File: src/rtl/pong_pkg.sv
// Shared definitions for the two-player ball controller: FSM encoding and
// geometry helpers used to derive centre and paddle-face constants.
package pong_pkg;

    typedef enum logic [1:0] {
        ST_IDLE      = 2'd0,
        ST_PLAY      = 2'd1,
        ST_POINT     = 2'd2,
        ST_GAME_OVER = 2'd3
    } state_e;

    function automatic int f_score_w(input int win_score);
        return $clog2(win_score + 1);
    endfunction

    function automatic int f_centre(input int active, input int size);
        return (active - size) / 2;
    endfunction

    // Column the ball's left edge rests on when it touches the P1 paddle front.
    function automatic int f_p1_face(input int gap, input int pad_w);
        return gap + pad_w;
    endfunction

    // Column the ball's left edge rests on when its right edge touches P2.
    function automatic int f_p2_face(input int active, input int gap, input int pad_w,
                                     input int size);
        return active - gap - pad_w - size;
    endfunction

endpackage

File: src/rtl/frame_delay_counter.sv
// Counts tick strobes from 0 to N-1; o_Done is high on the tick that reaches
// N-1, after which the count wraps to 0. i_Clear restarts the count.
module frame_delay_counter #(
    parameter int N = 60
) (
    input  logic i_Clk,
    input  logic i_Reset,
    input  logic i_Clear,
    input  logic i_Tick,
    output logic o_Done
);

    localparam int CW = (N > 1) ? $clog2(N) : 1;
    localparam logic [CW-1:0] C_LAST = CW'(N - 1);

    logic [CW-1:0] r_count;

    assign o_Done = i_Tick && !i_Clear && (r_count == C_LAST);

    always_ff @(posedge i_Clk or posedge i_Reset) begin
        if (i_Reset) begin
            r_count <= '0;
        end else if (i_Clear) begin
            r_count <= '0;
        end else if (i_Tick) begin
            if (r_count == C_LAST) begin
                r_count <= '0;
            end else begin
                r_count <= r_count + 1'b1;
            end
        end
    end

endmodule

File: src/rtl/pong_ball_2p_ctrl.sv
// Two-player pong ball controller: ball motion, wall/paddle bounces, misses,
// scores, and the IDLE/PLAY/POINT/GAME_OVER flow, plus the ball pixel strobe.
module pong_ball_2p_ctrl
    import pong_pkg::*;
#(
    parameter int H_ACTIVE     = 640,
    parameter int V_ACTIVE     = 480,
    parameter int H_TOTAL      = 800,
    parameter int V_TOTAL      = 525,
    parameter int BALL_SIZE    = 8,
    parameter int BALL_SPEED   = 2,
    parameter int PADDLE_W     = 8,
    parameter int PADDLE_H     = 64,
    parameter int PADDLE_GAP   = 16,
    parameter int WIN_SCORE    = 9,
    parameter int SERVE_FRAMES = 60
) (
    input  logic                                i_Clk,
    input  logic                                i_Reset,
    input  logic [$clog2(H_TOTAL)-1:0]          i_H_count,
    input  logic [$clog2(V_TOTAL)-1:0]          i_V_count,
    input  logic                                i_Frame_end,
    input  logic                                i_Start,
    input  logic [$clog2(V_ACTIVE)-1:0]         i_P1_Paddle_Y,
    input  logic [$clog2(V_ACTIVE)-1:0]         i_P2_Paddle_Y,
    output logic                                o_Draw_Ball,
    output logic [$clog2(H_ACTIVE)-1:0]         o_Ball_X,
    output logic [$clog2(V_ACTIVE)-1:0]         o_Ball_Y,
    output logic [f_score_w(WIN_SCORE)-1:0]     o_P1_Score,
    output logic [f_score_w(WIN_SCORE)-1:0]     o_P2_Score,
    output logic [1:0]                          o_State,
    output logic                                o_Point
);

    localparam int XW      = $clog2(H_ACTIVE);
    localparam int YW      = $clog2(V_ACTIVE);
    localparam int HCW     = $clog2(H_TOTAL);
    localparam int VCW     = $clog2(V_TOTAL);
    localparam int SAW     = XW + 1;
    localparam int EW      = ((HCW > VCW) ? HCW : VCW) + 2;
    localparam int SCORE_W = f_score_w(WIN_SCORE);

    localparam logic signed [SAW-1:0] C_SPD     = SAW'(BALL_SPEED);
    localparam logic signed [SAW-1:0] C_ZERO    = '0;
    localparam logic signed [SAW-1:0] C_XMAX    = SAW'(H_ACTIVE - BALL_SIZE);
    localparam logic signed [SAW-1:0] C_YMAX    = SAW'(V_ACTIVE - BALL_SIZE);
    localparam logic signed [SAW-1:0] C_P1_FACE = SAW'(f_p1_face(PADDLE_GAP, PADDLE_W));
    localparam logic signed [SAW-1:0] C_P2_FACE =
        SAW'(f_p2_face(H_ACTIVE, PADDLE_GAP, PADDLE_W, BALL_SIZE));
    localparam logic signed [SAW-1:0] C_SIZE    = SAW'(BALL_SIZE);
    localparam logic signed [SAW-1:0] C_PH      = SAW'(PADDLE_H);

    localparam logic [XW-1:0]      C_CX    = XW'(f_centre(H_ACTIVE, BALL_SIZE));
    localparam logic [YW-1:0]      C_CY    = YW'(f_centre(V_ACTIVE, BALL_SIZE));
    localparam logic [HCW-1:0]     C_HACT  = HCW'(H_ACTIVE);
    localparam logic [VCW-1:0]     C_VACT  = VCW'(V_ACTIVE);
    localparam logic [EW-1:0]      C_DSIZE = EW'(BALL_SIZE);
    localparam logic [SCORE_W-1:0] C_WIN   = SCORE_W'(WIN_SCORE);

    state_e               r_state;
    logic [XW-1:0]        r_x;
    logic [YW-1:0]        r_y;
    logic                 r_dx;       // 1 = moving right
    logic                 r_dy;       // 1 = moving down
    logic [SCORE_W-1:0]   r_p1_score;
    logic [SCORE_W-1:0]   r_p2_score;
    logic                 r_point;
    logic                 r_draw;

    logic signed [SAW-1:0] w_x_s;
    logic signed [SAW-1:0] w_y_s;
    logic signed [SAW-1:0] w_nx;
    logic signed [SAW-1:0] w_ny;
    logic signed [SAW-1:0] w_nx_fin;
    logic signed [SAW-1:0] w_ny_fin;
    logic signed [SAW-1:0] w_p1_top;
    logic signed [SAW-1:0] w_p2_top;
    logic                  w_dx_nxt;
    logic                  w_dy_nxt;
    logic                  w_p1_hit;
    logic                  w_p2_hit;
    logic                  w_p1_scores;
    logic                  w_p2_scores;
    logic                  w_score_evt;
    logic                  w_serve_tick;
    logic                  w_serve_done;
    logic                  w_draw;
    logic [EW-1:0]         w_h_e;
    logic [EW-1:0]         w_v_e;
    logic [EW-1:0]         w_bx_e;
    logic [EW-1:0]         w_by_e;

    // Next-frame geometry. Walls are inclusive, so the ball reverses on the
    // same frame it lands on row 0 or the bottom row; paddle overlap uses the
    // post-bounce row so a corner hit applies both reflections.
    always_comb begin
        w_x_s       = $signed({1'b0, r_x});
        w_y_s       = $signed(SAW'(r_y));
        w_p1_top    = $signed(SAW'(i_P1_Paddle_Y));
        w_p2_top    = $signed(SAW'(i_P2_Paddle_Y));
        w_nx        = r_dx ? (w_x_s + C_SPD) : (w_x_s - C_SPD);
        w_ny        = r_dy ? (w_y_s + C_SPD) : (w_y_s - C_SPD);
        w_ny_fin    = w_ny;
        w_dy_nxt    = r_dy;
        w_nx_fin    = w_nx;
        w_dx_nxt    = r_dx;
        w_p1_scores = 1'b0;
        w_p2_scores = 1'b0;

        if (w_ny <= C_ZERO) begin
            w_ny_fin = C_ZERO;
            w_dy_nxt = 1'b1;
        end else if (w_ny >= C_YMAX) begin
            w_ny_fin = C_YMAX;
            w_dy_nxt = 1'b0;
        end

        w_p1_hit = !r_dx && (w_nx <= C_P1_FACE) && (w_x_s >= C_P1_FACE)
                   && ((w_ny_fin + C_SIZE) > w_p1_top) && (w_ny_fin < (w_p1_top + C_PH));
        w_p2_hit = r_dx && (w_nx >= C_P2_FACE) && (w_x_s <= C_P2_FACE)
                   && ((w_ny_fin + C_SIZE) > w_p2_top) && (w_ny_fin < (w_p2_top + C_PH));

        if (w_p1_hit) begin
            w_nx_fin = C_P1_FACE;
            w_dx_nxt = 1'b1;
        end else if (w_p2_hit) begin
            w_nx_fin = C_P2_FACE;
            w_dx_nxt = 1'b0;
        end else if (w_nx < C_ZERO) begin
            w_p2_scores = 1'b1;
        end else if (w_nx > C_XMAX) begin
            w_p1_scores = 1'b1;
        end
    end

    assign w_score_evt  = (r_state == ST_PLAY) && i_Frame_end && (w_p1_scores || w_p2_scores);
    assign w_serve_tick = (r_state == ST_POINT) && i_Frame_end;

    frame_delay_counter #(
        .N (SERVE_FRAMES)
    ) u_serve_cnt (
        .i_Clk   (i_Clk),
        .i_Reset (i_Reset),
        .i_Clear (w_score_evt),
        .i_Tick  (w_serve_tick),
        .o_Done  (w_serve_done)
    );

    assign w_h_e  = EW'(i_H_count);
    assign w_v_e  = EW'(i_V_count);
    assign w_bx_e = EW'(r_x);
    assign w_by_e = EW'(r_y);
    assign w_draw = (r_state != ST_GAME_OVER)
                    && (i_H_count < C_HACT) && (i_V_count < C_VACT)
                    && (w_h_e >= w_bx_e) && (w_h_e < (w_bx_e + C_DSIZE))
                    && (w_v_e >= w_by_e) && (w_v_e < (w_by_e + C_DSIZE));

    always_ff @(posedge i_Clk or posedge i_Reset) begin
        if (i_Reset) begin
            r_state    <= ST_IDLE;
            r_x        <= C_CX;
            r_y        <= C_CY;
            r_dx       <= 1'b1;
            r_dy       <= 1'b1;
            r_p1_score <= '0;
            r_p2_score <= '0;
            r_point    <= 1'b0;
            r_draw     <= 1'b0;
        end else begin
            r_point <= 1'b0;
            r_draw  <= w_draw;
            case (r_state)
                ST_IDLE: begin
                    // A start on a frame-end cycle takes priority; no motion.
                    if (i_Start) begin
                        r_state <= ST_PLAY;
                        r_x     <= C_CX;
                        r_y     <= C_CY;
                        r_dx    <= 1'b1;
                    end
                end
                ST_PLAY: begin
                    if (i_Frame_end) begin
                        if (w_p1_scores || w_p2_scores) begin
                            r_point <= 1'b1;
                            r_state <= ST_POINT;
                            r_x     <= C_CX;
                            r_y     <= C_CY;
                            r_dx    <= w_p1_scores;
                            r_dy    <= w_dy_nxt;
                            if (w_p1_scores) begin
                                r_p1_score <= r_p1_score + 1'b1;
                            end else begin
                                r_p2_score <= r_p2_score + 1'b1;
                            end
                        end else begin
                            r_x  <= w_nx_fin[XW-1:0];
                            r_y  <= w_ny_fin[YW-1:0];
                            r_dx <= w_dx_nxt;
                            r_dy <= w_dy_nxt;
                        end
                    end
                end
                ST_POINT: begin
                    if (w_serve_done) begin
                        if ((r_p1_score == C_WIN) || (r_p2_score == C_WIN)) begin
                            r_state <= ST_GAME_OVER;
                        end else begin
                            r_state <= ST_PLAY;
                        end
                    end
                end
                ST_GAME_OVER: begin
                    if (i_Start) begin
                        r_state    <= ST_PLAY;
                        r_p1_score <= '0;
                        r_p2_score <= '0;
                        r_x        <= C_CX;
                        r_y        <= C_CY;
                        r_dx       <= 1'b1;
                    end
                end
            endcase
        end
    end

    assign o_Draw_Ball = r_draw;
    assign o_Ball_X    = r_x;
    assign o_Ball_Y    = r_y;
    assign o_P1_Score  = r_p1_score;
    assign o_P2_Score  = r_p2_score;
    assign o_State     = r_state;
    assign o_Point     = r_point;

endmodule

File: config.mk
export PLATFORM = sky130hd
export DESIGN_NAME = pong_ball_2p_ctrl
export DESIGN_NICKNAME = d
export VERILOG_FILES = /design/src/rtl/pong_pkg.sv /design/src/rtl/frame_delay_counter.sv /design/src/rtl/pong_ball_2p_ctrl.sv
export SDC_FILE = /design/constraint.sdc
export NUM_CORES = 1
export LEC_CHECK = 0
export ABC_AREA = 1
export CAP_MARGIN = 25
export CELL_PAD_IN_SITES_DETAIL_PLACEMENT = 1
export CELL_PAD_IN_SITES_GLOBAL_PLACEMENT = 1
export CORE_MARGIN = 5
export CORE_UTILIZATION = 44
export CTS_CLUSTER_DIAMETER = 60
export DETAILED_ROUTE_END_ITERATION = 10
export GPL_ROUTABILITY_DRIVEN = 0
export PLACE_DENSITY_LB_ADDON = 0.1
export SLEW_MARGIN = 20
export SYNTH_ARGS = -nofsm -noshare
export SYNTH_HDL_FRONTEND = slang
export SYNTH_SLANG_ARGS = --single-unit
File: constraint.sdc
create_clock -name i_Clk -period 11.79 [get_ports i_Clk]
set_input_delay 1.7685 -clock i_Clk [delete_from_list [all_inputs] [get_ports i_Clk]]
set_output_delay 1.7685 -clock i_Clk [all_outputs]
set_load 0.01 [all_outputs]
Word-level counts from Yosys, hierarchy flattened
Index checks and enable logic that the tools add are counted.
- $lt $le $gt $ge: 18
- reductions and logical operators: 35
- add/sub/neg operators: 12
- equality and inequality tests: 15
- mux-type cells: 50
- operators by type and width (operator ; number):
    $mux 10 ; 5
    $mux 11 ; 4
    $mux 4 ; 7
    $mux 9 ; 3
    $gt 11x10->1 ; 2
    $lt 11x11->1 ; 2
    $add 9x7->10 const B ; 2
    $pmux 10 s2 ; 1
    $logic_and 1x1->1 ; 19
    $mux 6 ; 3
    $pmux 9 s2 ; 1
    $mux 1 ; 17
    $pmux 4 s2 ; 2
    $add 10x2->11 const B ; 1
    $add 10x4->11 const B ; 1
    $add 11x5->11 const B ; 1
    $ge 11x10->1 const B ; 1
    $ge 11x11->1 const B ; 1
    $gt 11x11->1 const B ; 1
    $le 11x1->1 const B ; 1
    $le 11x6->1 const B ; 1
    $lt 10x11->1 ; 1
    $lt 11x1->1 const B ; 1
    $sub 10x2->11 const B ; 1
    other kinds (30) ; 51
- output and inout bits: 31
- word-level logic and storage cells: 140
- input port bits: 42
- bits in registers: 39

Logic depth before layout (Yosys ltp)
- word-level depth: 18
- mapped depth: 36
- gate-level depth less buffers: 35

Modules after synthesis
Synthesis repeated with hierarchy kept, for this count alone.
- cells, all modules: 718
- area, all modules: 5122.4 um^2
- modules (own cells, without submodules) (module ; seq. area each (um^2) ; cells an instance ; instances ; area an instance (um^2)):
    pong_ball_2p_ctrl ; 815.8 ; 672 ; 1 ; 4773.3
    frame_delay_counter ; 150.1 ; 46 ; 1 ; 349.1

Worst setup path after synthesis
No wires, ideal clock.
- path kind: register to register
- start point: register r_y[3] (netlist: o_Ball_Y[3])
- end point: register r_p1_score[0] (netlist: o_P1_Score[0])
- cell stages (with the launch flop): 33
- buffers on the path: 1
- arrival: 4.281 ns
- path slack: 7.389 ns
- period minus slack after synthesis: 4.401 ns
- data required time: 11.669 ns
- library setup time: 0.121 ns
- cells stage by stage: dfstp_2 inv_2 ha_1 nand2_1 nand3_1 nor2_1 nand2_1 o21ai_1 xor2_1 nor2_1 nand3_1 nand2_1 nand2_2 inv_1 o21ai_0 inv_1 ha_1 xnor2_1 inv_1 ha_1 nand2_1 inv_1 nand3_1 or4_1 nand2_1 nor3_2 nand2_2 buf_6 nand3_2 o21ai_2 nand3_4 nand2_1 o21ai_1
- cells in the longest elaborated chain, start to end: 14
- elaborated cells on any way between the ends: 24
- those cells by class: add/sub (3); order compare (6); eq/ne (2); mux (7); reduce/logical (6)
- RTL lines (element ; RTL line ; RTL):
    start, declared ; pong_ball_2p_ctrl.sv:62 ; logic [YW-1:0] r_y;
    start signal, assigned ; pong_ball_2p_ctrl.sv:198 ; r_y <= w_ny_fin[YW-1:0];
    $sub 9x2->10 / $add 9x2->10 (equally long branches) ; pong_ball_2p_ctrl.sv:102 ; w_ny = r_dy ? (w_y_s + C_SPD) : (w_y_s - C_SPD);
    $mux 11 (*) ; pong_ball_2p_ctrl.sv:102 ;
    $ge 11x10->1 ; pong_ball_2p_ctrl.sv:113 ; end else if (w_ny >= C_YMAX) begin
    $mux 11 ; pong_ball_2p_ctrl.sv:113 ;
    $mux 11 (*) ; pong_ball_2p_ctrl.sv:110 ; if (w_ny <= C_ZERO) begin
    $add 11x5->11 ; pong_ball_2p_ctrl.sv:119, pong_ball_2p_ctrl.sv:121 ;
    $gt 11x10->1 ; pong_ball_2p_ctrl.sv:121 ; && ((w_ny_fin + C_SIZE) > w_p2_top) && (w_ny_fin < (w_p2_top + C_PH));
    $logic_and 1x1->1 (2 in series) ; pong_ball_2p_ctrl.sv:121 ;
    $mux 1 ; pong_ball_2p_ctrl.sv:126 ; end else if (w_p2_hit) begin
    $mux 1 ; pong_ball_2p_ctrl.sv:123 ; if (w_p1_hit) begin
    $logic_or 1x1->1 ; pong_ball_2p_ctrl.sv:184 ; if (w_p1_scores || w_p2_scores) begin
    $ne 2x1->1 (no line) ; - ;
    $reduce_and 5->1 (no line) (*) ; - ;
    end signal, assigned ; pong_ball_2p_ctrl.sv:192 ; r_p1_score <= r_p1_score + 1'b1;
    end, declared ; pong_ball_2p_ctrl.sv:65 ; logic [SCORE_W-1:0] r_p1_score;
Every way passes the cells marked *; elsewhere a longest branch is shown, timed or not.
A chain may end at the register's enable or synchronous reset.

Final worst setup path
- start point: register r_y[3] (netlist: o_Ball_Y[3])
- end point: register r_state[0] (netlist: o_State[0])
- cells in the longest elaborated chain, start to end: 18
- elaborated cells on any way between the ends: 28
- those cells by class: add/sub (3); order compare (6); eq/ne (2); mux (7); reduce/logical (10)
- RTL lines (element ; RTL line ; RTL):
    $sub 9x2->10 / $add 9x2->10 (equally long branches) ; pong_ball_2p_ctrl.sv:102 ;
    $mux 11 (*) ; pong_ball_2p_ctrl.sv:102 ;
    $ge 11x10->1 ; pong_ball_2p_ctrl.sv:113 ;
    $mux 11 ; pong_ball_2p_ctrl.sv:113 ;
    $mux 11 (*) ; pong_ball_2p_ctrl.sv:110 ;
    $add 11x5->11 ; pong_ball_2p_ctrl.sv:119, pong_ball_2p_ctrl.sv:121 ;
    $gt 11x10->1 ; pong_ball_2p_ctrl.sv:121 ;
    $logic_and 1x1->1 (2 in series) ; pong_ball_2p_ctrl.sv:121 ;
    $mux 1 ; pong_ball_2p_ctrl.sv:126 ;
    $mux 1 ; pong_ball_2p_ctrl.sv:123 ;
    $logic_or 1x1->1 (*) ; pong_ball_2p_ctrl.sv:136, pong_ball_2p_ctrl.sv:184 ;
    $logic_and 1x1->1 ; pong_ball_2p_ctrl.sv:136 ; assign w_score_evt = (r_state == ST_PLAY) && i_Frame_end && (w_p1_scores || w_p2_scores);
    $logic_not 1->1 ; frame_delay_counter.sv:18 ; assign o_Done = i_Tick && !i_Clear && (r_count == C_LAST);
    $logic_and 1x1->1 (2 in series) ; frame_delay_counter.sv:18 ;
    $ne 2x1->1 (no line) ; - ;
    $reduce_and 4->1 (no line) (*) ; - ;
    end signal, assigned ; pong_ball_2p_ctrl.sv:160 ; r_state <= ST_IDLE;
    end signal, assigned ; pong_ball_2p_ctrl.sv:176 ; r_state <= ST_PLAY;
    end signal, assigned ; pong_ball_2p_ctrl.sv:186 ; r_state <= ST_POINT;
    end, declared ; pong_ball_2p_ctrl.sv:60 ; state_e r_state;
Marked as above.

==> results.md <==
- Area leader, netlist: ha_1
- Simple-gate portion of the synthesized area: 26.5%
- WL final: 14.5 mm
- Initial antenna violation count: 0
- DR vias: 4863
- VDD IR max: 0.000148 V
- Ys async rst share: 100%
- PD cells: 236 nW/um2
- CTS H-tree depth: 2
- Compound-cell area share of the yosys netlist: 14.6%
- I/O Buffers: 70
- Post-synthesis sequential area ratio: 19.7%
- Count leader, synth: nand2_1
- Fillers: 1443
- Die H: 115 um
- # Post-CTS Setup Buffers: 0
- Mux cell area share after synthesis: 0%
- Fin. Hold Viols: 0
- Final std cells w/o fill: 898
- Core Region: 10900 um2
- Register bit total from synthesis: 38
- Initial core utilization: 45.0%
- Multi-input combinational cell area: 3430 um2
- # diodes: 0
- Post-synth EDFFs: 0
- CTS tree: yes
- Clk slew on worst S/H paths: 80 ps
- Sw Ratio: 54.1%
- Final HPWL DP: 12.3 mm
- Clock share of power: 8.2%
- Die Area: 13300 um2
- First-pass GRT wire length: 24.3 mm
- # DRC: 0
- CTS-repair resized insts: 0
- Placed Instance Area: 5750 um2
- Gr ovfl total: 0
- Endpoint class of the critical path: flip-flop
- Routed WL per cell: 16.2 um
- Ys flop type: dfrtp_1
- Final Max Slew Viols: 0
- Finished Core Util: 53.8%
- Leakage Power: 3.05 nW
- Critical path class: reg2reg
- Max stage delay on crit path: 630 ps
- Final net count: 893
- P_sw: 0.000748 W
- Final instance area: 5860 um2
- Crit path max fanout: 11
- Total power: 0.00138 W
- Synth Cell Area: 4890 um2
- Final Setup Violations: 0
- Cell chosen for the clock root: clkbuf_8
- Crit-path slowest cell: dfstp_2
- Synth cell types: 59
- Hold WC Path Type: reg2reg
- Int Pwr: 0.000634 W
- GRT Util Overall: 22.4%
- CTS buffer count: 5
- Area Growth Syn to Fin: 19.7%
- Share of layout cells above drive strength 1: 8.18%
- Critical Path RT: 11980 ps
- Avg Cell Area, Syn: 7.18 um2
- Pin count of the biggest net entering global routing: 39
- Syn. warnings: 0
- Gate power share: 74.0%
- Fin Setup TNS: 0 ps
- Synth Area in Adders: 24.2%
- Cells after DPL: 890
- Largest cells by area after synthesis: ha_1, dfrtp_1, nand2_1
- Outcome: finished, final reports clean
- RSZ-0062 raised after global routing: no
- Drt pass-1 iters: 4
- Rows: 38
- Max Fclk: 181 MHz
- Vias in the first global route: 5281
- Slew headroom: 41.5%
- CP arrival: 5730 ps
- I/O pin count: 73
- Clock Skews: 6.71 ps
- CP most frequent cell: nand2_1
- Seq. cell area: 966 um2
- Largest family of logic cells by synthesized area: simple AND/OR/NAND/NOR gates
- Mapped Cells: 682
- Clock buffer depth: 2
- CP Launch Type: flip-flop
- Seq pwr share: 17.9%
- Cts hold-fix bufs: 0
- Post-synth top area share: 23.8%
- Fin crit period: 5530 ps
- Actual slew at the worst max-slew pin: 877 ps
- Clk_lat worst skew: 300 ps
- DRT iter0 DRCs: 150
- Die W: 115 um
- Top cells by count, synth: nand2_1, inv_1, ha_1
- Post-route ant nets: 0
- XOR/XNOR Fraction of Synth Area: 4.65%
- Clk sink count: 38
- Maxcap violations: 0
- Post-route clock period utilization: 46.9%
- Mean number of vias per cell: 5.42
## state kept, by name, summed over array words and instances (netlist names)
name                 count
o_Ball_X                 9
o_Ball_Y                 9
o_Draw_Ball              1
o_P1_Score               4
o_P2_Score               4
o_Point                  1
o_State                  2
r_dx                     1
r_dy                     1
u_serve_cnt.r_count      6
## cells by family (layout without fill, tap and decap cells)
family          Yosys count  in the layout
flops                    38             38
buf+inv                 129            203
xor+xnor                 26             26
simple gates            275            275
other cells               1              3
compound gates          119            119
fa+ha+maj                94             94
## path summary, 6_finish.rpt
| kind | from | to | slack [ps] | cells after the start |
|---|---|---|---|---|
| max in group asynchronous | i_Reset | o_Ball_X[2] | 9520 | 3 |
| max | o_Ball_Y[3] | o_State[0] | 6260 | 34 |
| min in group asynchronous | i_Reset | o_Point | 1880 | 3 |
| min reg2reg | r_dx | r_dx | 520 | 2 |
| min | r_dx | r_dx | 520 | 2 |
| max reg2reg | o_Ball_Y[3] | o_State[0] | 6260 | 34 |
## critical path, delay by kind of cell (launching register included)
kind / cells / cell delay [ps]
and+or+nand+nor: 19 / 2030
AOI/OAI and AO/OA: 4 / 910
adders and majority gates: 3 / 750
DFF: 1 / 630
buffers and inverters: 6 / 620
xor gates and xnor gates: 2 / 470
## layout make-up
cell class,count,share of cell area (%)
multi-input cells,517,58.6
clock buffers,5,1.17
well taps,140,2.99
flip-flops and latches,38,16.5
inverters,124,8.01
repair buffers,71,12.1
clock inverters,3,0.683
## metrics by stage
step                      setup slack (ps)  hold WS [ps]
after floorplan                       7390           477
after global placement                6570           494
after detailed placement              6250           504
after CTS                             6240           518
after global routing                  5750           544
final                                 6260           515
## power groups by stage
stage                     Sequential [W]  Clock [W]  Combinational (W)
after floorplan                 0.000244          0           0.000724
after global placement          0.000245          0           0.000971
after detailed placement        0.000248          0            0.00102
after CTS                       0.000246   0.000114            0.00103
after global routing            0.000256   0.000120            0.00116
final                           0.000247   0.000113            0.00102
## metal layers
layer,vias to the layer above,wire [um],track usage (%)
met1,2356,6110,26.0
met3,25,270,2.19
met2,62,7780,42.8
met4,0,352,7.12
met5,-,0,0
li1,2420,-,-
## layout by cell type, fill, tap and decap left out, types with 4 or more instances in the layout
cell type and n:
dfrtp_1 26, inv_1 114, nand2_2 8, inv_2 5
or2_2 7, clkbuf_8 5, clkdlybuf4s50_1 70, nand3_1 47
o21ai_1 10, xnor2_1 8, o21ai_0 23, nor3_1 9
xor2_1 18, nand4_1 8, o31ai_1 4, nor2_2 4
o22ai_1 11, nand2_1 137, nor2_1 36, a21oi_1 40
dfstp_2 12, a22oi_1 6, ha_1 93
Note: power is estimated with default switching activity, not from simulation.
